$ cat src/rtl/regfile_pkg.sv
// Shared constants and types for the register file with claim scoreboard.
package regfile_pkg;

    localparam int unsigned DATA_W_DEF   = 8;
    localparam int unsigned ADDR_W_DEF   = 3;
    localparam int unsigned NUM_REGS_DEF = 2 ** ADDR_W_DEF;

    // Register address at the default geometry
    typedef logic [ADDR_W_DEF-1:0] reg_addr_t;

endpackage

$ cat src/rtl/busy_tracker.sv
// Per-register busy bits plus a running count of claimed registers.
// A set and a clear to the same register in one cycle leave the bit set.
module busy_tracker
    import regfile_pkg::*;
#(
    parameter int unsigned ADDR_W = ADDR_W_DEF
) (
    input  logic                    clk,
    input  logic                    reset,
    input  logic                    set_en,
    input  logic [ADDR_W-1:0]       set_addr,
    input  logic                    clr_en,
    input  logic [ADDR_W-1:0]       clr_addr,
    output logic [(2**ADDR_W)-1:0]  busy,
    output logic [ADDR_W:0]         busy_cnt
);

    logic [(2**ADDR_W)-1:0] busy_q, busy_d;
    logic [ADDR_W:0]        cnt_q, cnt_d;
    logic                   rise, fall;

    // Next busy vector and count; set is applied after clear so it wins
    always_comb begin
        busy_d = busy_q;
        if (clr_en) busy_d[clr_addr] = 1'b0;
        if (set_en) busy_d[set_addr] = 1'b1;

        rise  = set_en && !busy_q[set_addr];
        fall  = clr_en && busy_q[clr_addr] && !(set_en && (set_addr == clr_addr));
        cnt_d = cnt_q + {{ADDR_W{1'b0}}, rise} - {{ADDR_W{1'b0}}, fall};
    end

    // Busy state register with asynchronous reset
    always_ff @(posedge clk or posedge reset) begin
        if (reset) begin
            busy_q <= '0;
            cnt_q  <= '0;
        end else begin
            busy_q <= busy_d;
            cnt_q  <= cnt_d;
        end
    end

    assign busy     = busy_q;
    assign busy_cnt = cnt_q;

endmodule

$ cat src/rtl/regfile_scoreboard.sv
// Two-read, one-write register file with write-to-read bypass and a
// destination-claim scoreboard. Define REGFILE_REG0_ZERO_EN to hardwire
// register 0 to zero (reads 0, writes ignored, claims never mark it busy).
module regfile_scoreboard
    import regfile_pkg::*;
#(
    parameter int unsigned DATA_W = DATA_W_DEF,
    parameter int unsigned ADDR_W = ADDR_W_DEF
) (
    input  logic              clk,
    input  logic              reset,
    input  logic [ADDR_W-1:0] rd_addr1,
    input  logic [ADDR_W-1:0] rd_addr2,
    output logic [DATA_W-1:0] rd_data1,
    output logic [DATA_W-1:0] rd_data2,
    output logic              rd_busy1,
    output logic              rd_busy2,
    input  logic              wr_en,
    input  logic [ADDR_W-1:0] wr_addr,
    input  logic [DATA_W-1:0] wr_data,
    input  logic              claim_en,
    input  logic [ADDR_W-1:0] claim_addr,
    output logic              claim_ok,
    output logic [ADDR_W:0]   busy_cnt
);

    localparam int unsigned NUM_REGS = 2 ** ADDR_W;

`ifdef REGFILE_REG0_ZERO_EN
    localparam bit Reg0Zero = 1'b1;
`else
    localparam bit Reg0Zero = 1'b0;
`endif

    logic [DATA_W-1:0]   regs_q [NUM_REGS];
    logic [NUM_REGS-1:0] busy;
    logic                wr_eff;
    logic                wr_hit1, wr_hit2, wr_hit_claim;
    logic                set_en;

    // Decode write effect, bypass hits, claim acceptance and read ports
    always_comb begin
        wr_eff       = wr_en && !(Reg0Zero && (wr_addr == '0));
        wr_hit1      = wr_eff && (wr_addr == rd_addr1);
        wr_hit2      = wr_eff && (wr_addr == rd_addr2);
        wr_hit_claim = wr_en && (wr_addr == claim_addr);

        // Register 0 is never busy when hardwired, so this yields claim_en there
        claim_ok = claim_en && (!busy[claim_addr] || wr_hit_claim);
        set_en   = claim_ok && !(Reg0Zero && (claim_addr == '0));

        rd_data1 = wr_hit1 ? wr_data : regs_q[rd_addr1];
        rd_data2 = wr_hit2 ? wr_data : regs_q[rd_addr2];
        if (Reg0Zero && (rd_addr1 == '0)) rd_data1 = '0;
        if (Reg0Zero && (rd_addr2 == '0)) rd_data2 = '0;

        rd_busy1 = busy[rd_addr1] && !wr_hit1;
        rd_busy2 = busy[rd_addr2] && !wr_hit2;
    end

    // Register storage with asynchronous clear
    always_ff @(posedge clk or posedge reset) begin
        if (reset) begin
            for (int i = 0; i < NUM_REGS; i++) regs_q[i] <= '0;
        end else if (wr_eff) begin
            regs_q[wr_addr] <= wr_data;
        end
    end

    busy_tracker #(
        .ADDR_W (ADDR_W)
    ) u_busy_tracker (
        .clk      (clk),
        .reset    (reset),
        .set_en   (set_en),
        .set_addr (claim_addr),
        .clr_en   (wr_eff),
        .clr_addr (wr_addr),
        .busy     (busy),
        .busy_cnt (busy_cnt)
    );

endmodule

$ cat config.mk
export PLATFORM = sky130hd
export DESIGN_NAME = regfile_scoreboard
export DESIGN_NICKNAME = d
export VERILOG_FILES = /design/src/rtl/regfile_pkg.sv /design/src/rtl/busy_tracker.sv /design/src/rtl/regfile_scoreboard.sv
export SDC_FILE = /design/constraint.sdc
export NUM_CORES = 1
export LEC_CHECK = 0
export CORE_MARGIN = 2
export CORE_UTILIZATION = 45
export CTS_CLUSTER_SIZE = 8
export DETAILED_ROUTE_END_ITERATION = 6
export PLACE_DENSITY = 0.67
export SLEW_MARGIN = 20
export SYNTH_ARGS = -nofsm -noshare
export SYNTH_HDL_FRONTEND = slang
export SYNTH_SLANG_ARGS = --single-unit
$ cat constraint.sdc
create_clock -name clk -period 6.3 [get_ports clk]
set_input_delay 1.575 -clock clk [delete_from_list [all_inputs] [get_ports clk]]
set_output_delay 1.575 -clock clk [all_outputs]
set_load 0.1 [all_outputs]
-- Yosys cells after proc, flatten, opt, wreduce, memory -nomap -nowiden
Cells that the tools add are included.
- bits in registers: 76
- input port bits: 24
- output and inout bits: 23
- logic and storage cells: 75
- add/subtract/negate cells: 2
- order comparisons: 10
- equal/unequal tests: 4
- muxes and demuxes: 25
- bitwise gates (word level): 6
- reductions and logical operators: 18
- operators with widths (cell ; number):
    2-to-1 mux 8 bit ; 9
    bitwise mux 64 bit ; 1
    binary-select mux 8 bit (select 3 bit) ; 2
    demux 8 bit (select 3 bit) ; 1
    < comparator 3 x 4 -> 1 bit, second input constant ; 4
    logical AND 1 bit ; 13
    binary-select mux 1 bit (select 3 bit) ; 4
    equality test 3 bit ; 4
    >= comparator 4 bit, second input constant ; 3
    NOT 3 -> 4 bit ; 3
    bitwise AND 8 bit ; 1
    NOT 8 bit ; 1
    bitwise OR 8 bit ; 1
    demux 1 bit (select 3 bit) ; 2
    >= comparator 3 x 1 -> 1 bit, second input constant ; 2
    2-to-1 mux 1 bit ; 6
    adder 4 x 1 -> 4 bit ; 1
    zero test 1 bit ; 4
    < comparator 4 x 1 -> 1 bit, second input constant ; 1
    subtractor 4 x 1 -> 4 bit ; 1
    logical OR 1 bit ; 1

-- Depth between registers and ports, before layout
- depth after elaboration: 9
- gate-level depth with buffers: 10
- mapped depth without buffers: 9

-- By module
Synthesis repeated with hierarchy kept, for this count alone.
- cells, all modules: 324
- area, all modules: 4785.8 µm²
- modules (own cells, without submodules) (module ; times used ; cells an instance ; area each (µm²)):
    regfile_scoreboard ; 1 ; 249 ; 4018.9
    busy_tracker ; 1 ; 75 ; 767.0

-- Worst setup path before layout
Ideal clock, no wire load.
- path kind: input port to output port
- from: input rd_addr1[0]
- to: output rd_data1[0]
- data arrival time: 3.899 ns
- setup slack: 0.826 ns
- stages: 6
- cell sequence: buf_6 > buf_6 > xnor2_1 > nand4_2 > buf_4 > a21oi_1
- longest elaborated chain between the ends: 5
- elaborated cells between the ends (all ways): 7
- those cells by class: eq/ne (1); mux (4); bitwise (1); reduce/logical (1)
- RTL lines (item ; line ; RTL):
    from (decl) ; regfile_scoreboard.sv:12 ; input logic [ADDR_W-1:0] rd_addr1,
    NOT 3 -> 4 bit (not written as such) ; regfile_scoreboard.sv:52 ; rd_data1 = wr_hit1 ? wr_data : regs_q[rd_addr1];
    binary-select mux 8 bit (select 3 bit) ; regfile_scoreboard.sv:52 ;
    2-to-1 mux 8 bit (not written as such) (2 in series) ; regfile_scoreboard.sv:52 ;
    2-to-1 mux 8 bit * ; regfile_scoreboard.sv:52 ;
    to (decl) ; regfile_scoreboard.sv:14 ; output logic [DATA_W-1:0] rd_data1,
Every way passes the cells marked *; elsewhere a longest branch is shown, timed or not. The select of a mux whose other input is x is not followed.

-- Final worst setup path
- from: input wr_addr[2]
- to: output rd_data1[5]
- longest elaborated chain between the ends: 3
- RTL lines (item ; line ; RTL):
    from (decl) ; regfile_scoreboard.sv:19 ; input logic [ADDR_W-1:0] wr_addr,
    equality test 3 bit ; regfile_scoreboard.sv:44 ; wr_hit1 = wr_eff && (wr_addr == rd_addr1);
    logical AND 1 bit ; regfile_scoreboard.sv:44 ;
    2-to-1 mux 8 bit ; regfile_scoreboard.sv:52 ;
Every way passes these cells.

==> impl_metrics.env <==
export IMPL_outcome="finished, final reports clean"
export IMPL_max_slew_margin_vs_limit_pct=35.3
export IMPL_post_synth_top_area_cell="sky130_fd_sc_hd__dfrtp_1"
export IMPL_buffers_on_ports=46
export IMPL_postSynth_topFlopCell="sky130_fd_sc_hd__dfrtp_1"
export IMPL_nNetsFinal=410
export IMPL_ys_seq_area_share_pct=41.1
export IMPL_htreeDepth=3
export IMPL_ctsRootBufferMaster="sky130_fd_sc_hd__clkbuf_8"
export IMPL_final_min_period_over_clock_period_pct=84.8
export IMPL_floorplan_die_height_um=105
export IMPL_die_area_mm2=0.0111
export IMPL_overflow=0
export IMPL_total_power_per_unit_cell_area_mw_per_mm2=374
export IMPL_final_setup_viols=0
export IMPL_critical_path_sink_type="output pin"
export IMPL_ctsHoldBuffers=0
export IMPL_synth_simple_gate_area_share_pct=6.78
export IMPL_finalCriticalPeriod_ns=5.34
export IMPL_synth_distinct_cells=34
export IMPL_syn_instance_count=340
export IMPL_critical_path_class="in -> out"
export IMPL_detail_route_antenna_nets=0
export IMPL_max_vdd_ir_drop_uv=267
export IMPL_number_of_synthesized_flops_with_an_enable_pin=0
export IMPL_fin_tns_setup_ns=0
export IMPL_fin_worst_skew_ns=0.00231
export IMPL_cts_max_path_buffers=2
export IMPL_postSynthNetCount=369
export IMPL_synth_top_family_by_area="multiplexers"
export IMPL_global_route_layer_with_the_greatest_usage="met2"
export IMPL_placeableCoreArea_mm2=0.0101
export IMPL_wirelength_mm=10.8
export IMPL_netlist_area_leader_share_pct=41.1
export IMPL_grt_setup_unrepaired="false"
export IMPL_grt_antenna_before_repair=0
export IMPL_drt_initial_drc_count=195
export IMPL_worst_pin_slew_ns=0.967
export IMPL_synth_area_mux_share_pct=39.2
export IMPL_area_growth_synth_to_final_pct=19.3
export IMPL_syn_area_mm2=0.00463
export IMPL_yosys_area_share_adder_pct=1.51
export IMPL_post_cts_resized_instances=0
export IMPL_max_stage_delay_ns=0.66
export IMPL_detailed_place_hpwl_mm=7.20
export IMPL_synth_compound_area_share_pct=4.51
export IMPL_finalCoreUtilization_pct=54.5
export IMPL_cap_viol_max_count=0
export IMPL_chipWidth_um=105
export IMPL_synth_area_leaders="sky130_fd_sc_hd__dfrtp_1, sky130_fd_sc_hd__mux4_2, sky130_fd_sc_hd__mux2_2"
export IMPL_total_clock_buffers_created_by_cts=9
export IMPL_finalMaxSlewViolations=0
export IMPL_insertion_delay_ns=0.36
export IMPL_grt_use_total_pct=21.0
export IMPL_path_delay_family="buffers and inverters"
export IMPL_routabilityCongestion=0.792
export IMPL_critPathArrivalTime_ns=3.77
export IMPL_final_seq_area_mm2=0.00190
export IMPL_vias=3037
export IMPL_per_cell_routed_wire_length_um=20.7
export IMPL_ys_seq_elements=76
export IMPL_grt_pass1_vias=3131
export IMPL_layout_filler_cells=836
export IMPL_post_route_cells_drive_above_1_share_pct=40.7
export IMPL_via_per_inst=5.82
export IMPL_critPathLaunchType="input port"
export IMPL_crit_buf_inv=2
export IMPL_async_reset_ff_share_pct=100
export IMPL_max_freq_ghz=0.187
export IMPL_ios=47
export IMPL_tritoncts_num_sinks=76
export IMPL_grtUsageMet1_pct=28.8
export IMPL_place_ws_ns=0.959
export IMPL_timing_final_hold_violations=0
export IMPL_postLayoutSetupSlackWorst_ns=0.956
export IMPL_leakagePower_nw=2.33
export IMPL_post_cts_buffers=0
export IMPL_row_count=37
export IMPL_dpl_instance_area_mm2=0.00535
export IMPL_worstPathRequired_ns=4.72
export IMPL_final_cell_area_mm2=0.00553
export IMPL_yosys_area_share_xor_xnor_pct=2.27
export IMPL_clock_transition_at_path_regs_ns=0.09
export IMPL_antenna_cells_inserted=0
export IMPL_cts_tree="yes"
export IMPL_crit_slowest_cell="sky130_fd_sc_hd__clkdlybuf4s50_1"
export IMPL_hold_class="reg -> reg"
export IMPL_cp_cell_sequence="clkdlybuf4s50_1, xnor2_1, nand4_2, a21oi_1, buf_12"
export IMPL_grt_use_met2_pct=34.3
export IMPL_multi_input_area_mm2=0.00251
export IMPL_holdWs_ns=0.530
export IMPL_grt_max_degree=41
export IMPL_starting_utilization_of_the_core_area_pct=45.7
export IMPL_yosys_warnings=0
export IMPL_cp_max_fo=17
export IMPL_grt_pass1_wl_mm=17.7
export IMPL_drc=0
export IMPL_synth_area_per_cell_um2=13.6
export IMPL_met3_usage_pct=3.15
export IMPL_number_of_search_and_repair_iterations_in_the_first_detailed_routing_pass=4
-- worst paths after layout --
kind / startpoint / to / slack (ns) / cells past startpoint
worst max-delay path: wr_addr[2] / rd_data1[5] / 0.96 / 5
worst min-delay path: regs_q[10] / regs_q[10] / 0.53 / 1
worst max register to register: u_busy_tracker.busy[1] / u_busy_tracker.busy_cnt[2] / 3.97 / 9
worst min register to register: regs_q[10] / regs_q[10] / 0.53 / 1
max in group asynchronous: reset / regs_q[46] / 3.63 / 3
min in group asynchronous: reset / regs_q[52] / 1.67 / 2
-- power by group --
part / internal [mW] / switching (mW) / leakage (nW)
clock: 0.155 / 0.199 / 0.0820
combinational: 0.422 / 0.585 / 1.33
sequential: 0.608 / 0.0985 / 0.911
-- sequential cells by signal (all words and copies together), names as in the netlist --
name and flops:
u_busy_tracker.busy_cnt 4, u_busy_tracker.busy 8, regs_q 64
-- final cells by class --
class	count	share of cell area (%)
clock buffers	11	2.56
clock inverters	5	0.656
inverters	16	1.09
multi-input cells	223	45.5
flip-flops and latches	76	34.4
well taps	136	3.08
repair buffers	55	12.8
-- through the flow --
| stage | total power [mW] | std cells |
|---|---|---|
| 2_1_floorplan | 1.43 | 340 |
| 3_3_place_gp | 1.71 | 506 |
| 3_5_place_dp | 1.73 | 506 |
| 4_1_cts | 2.08 | 522 |
| 5_1_grt | 2.17 | 522 |
| 6_report | 2.07 | 522 |
-- logic make-up (layout without fill, tap and decap cells) --
| logic type | count (synthesis) | in the layout |
|---|---|---|
| AOI/OAI and AO/OA | 36 | 36 |
| DFF | 76 | 76 |
| adders and majority gates | 5 | 5 |
| muxes | 125 | 125 |
| and+or+nand+nor | 45 | 45 |
| xor gates and xnor gates | 12 | 12 |
| buffers and inverters | 41 | 87 |
-- routing by layer --
layer | vias to the layer above | wire, µm
met1 | 1573 | 4630
met5 | - | 0
met3 | 17 | 525
met2 | 86 | 5430
met4 | 0 | 223
li1 | 1361 | -
-- cells in the mapped netlist (3+ instances only) --
cell,number
sky130_fd_sc_hd__a21oi_1,17
sky130_fd_sc_hd__buf_1,7
sky130_fd_sc_hd__buf_2,9
sky130_fd_sc_hd__buf_4,4
sky130_fd_sc_hd__buf_6,5
sky130_fd_sc_hd__dfrtp_1,76
sky130_fd_sc_hd__ha_1,4
sky130_fd_sc_hd__inv_1,16
sky130_fd_sc_hd__mux2_2,64
sky130_fd_sc_hd__mux2i_1,23
sky130_fd_sc_hd__mux4_2,36
sky130_fd_sc_hd__nand2_1,8
sky130_fd_sc_hd__nand4_2,3
sky130_fd_sc_hd__nand4b_2,3
sky130_fd_sc_hd__nor2_1,22
sky130_fd_sc_hd__o21ai_0,5
sky130_fd_sc_hd__o22ai_1,5
sky130_fd_sc_hd__xnor2_1,9
sky130_fd_sc_hd__xor2_1,3
-- cells in the final DEF, fill, tap and decap left out, types with 2 or more instances in the layout --
cell type / count
sky130_fd_sc_hd__dfrtp_1: 76
sky130_fd_sc_hd__mux2_2: 64
sky130_fd_sc_hd__mux4_2: 36
sky130_fd_sc_hd__clkdlybuf4s50_1: 27
sky130_fd_sc_hd__mux2i_1: 23
sky130_fd_sc_hd__nor2_1: 22
sky130_fd_sc_hd__buf_12: 18
sky130_fd_sc_hd__a21oi_1: 17
sky130_fd_sc_hd__inv_1: 15
sky130_fd_sc_hd__clkbuf_8: 10
sky130_fd_sc_hd__buf_4: 10
sky130_fd_sc_hd__xnor2_1: 9
sky130_fd_sc_hd__nand2_1: 8
sky130_fd_sc_hd__o22ai_1: 5
sky130_fd_sc_hd__o21ai_0: 5
sky130_fd_sc_hd__ha_1: 4
sky130_fd_sc_hd__nand4_2: 3
sky130_fd_sc_hd__nand4b_2: 3
sky130_fd_sc_hd__xor2_1: 3
sky130_fd_sc_hd__clkinvlp_4: 3
sky130_fd_sc_hd__nor3b_4: 2
sky130_fd_sc_hd__nor3_4: 2
sky130_fd_sc_hd__mux4_1: 2
sky130_fd_sc_hd__nand2b_1: 2
sky130_fd_sc_hd__a31oi_1: 2
sky130_fd_sc_hd__a32oi_1: 2
Note: power is estimated with default switching activity, not from simulation.
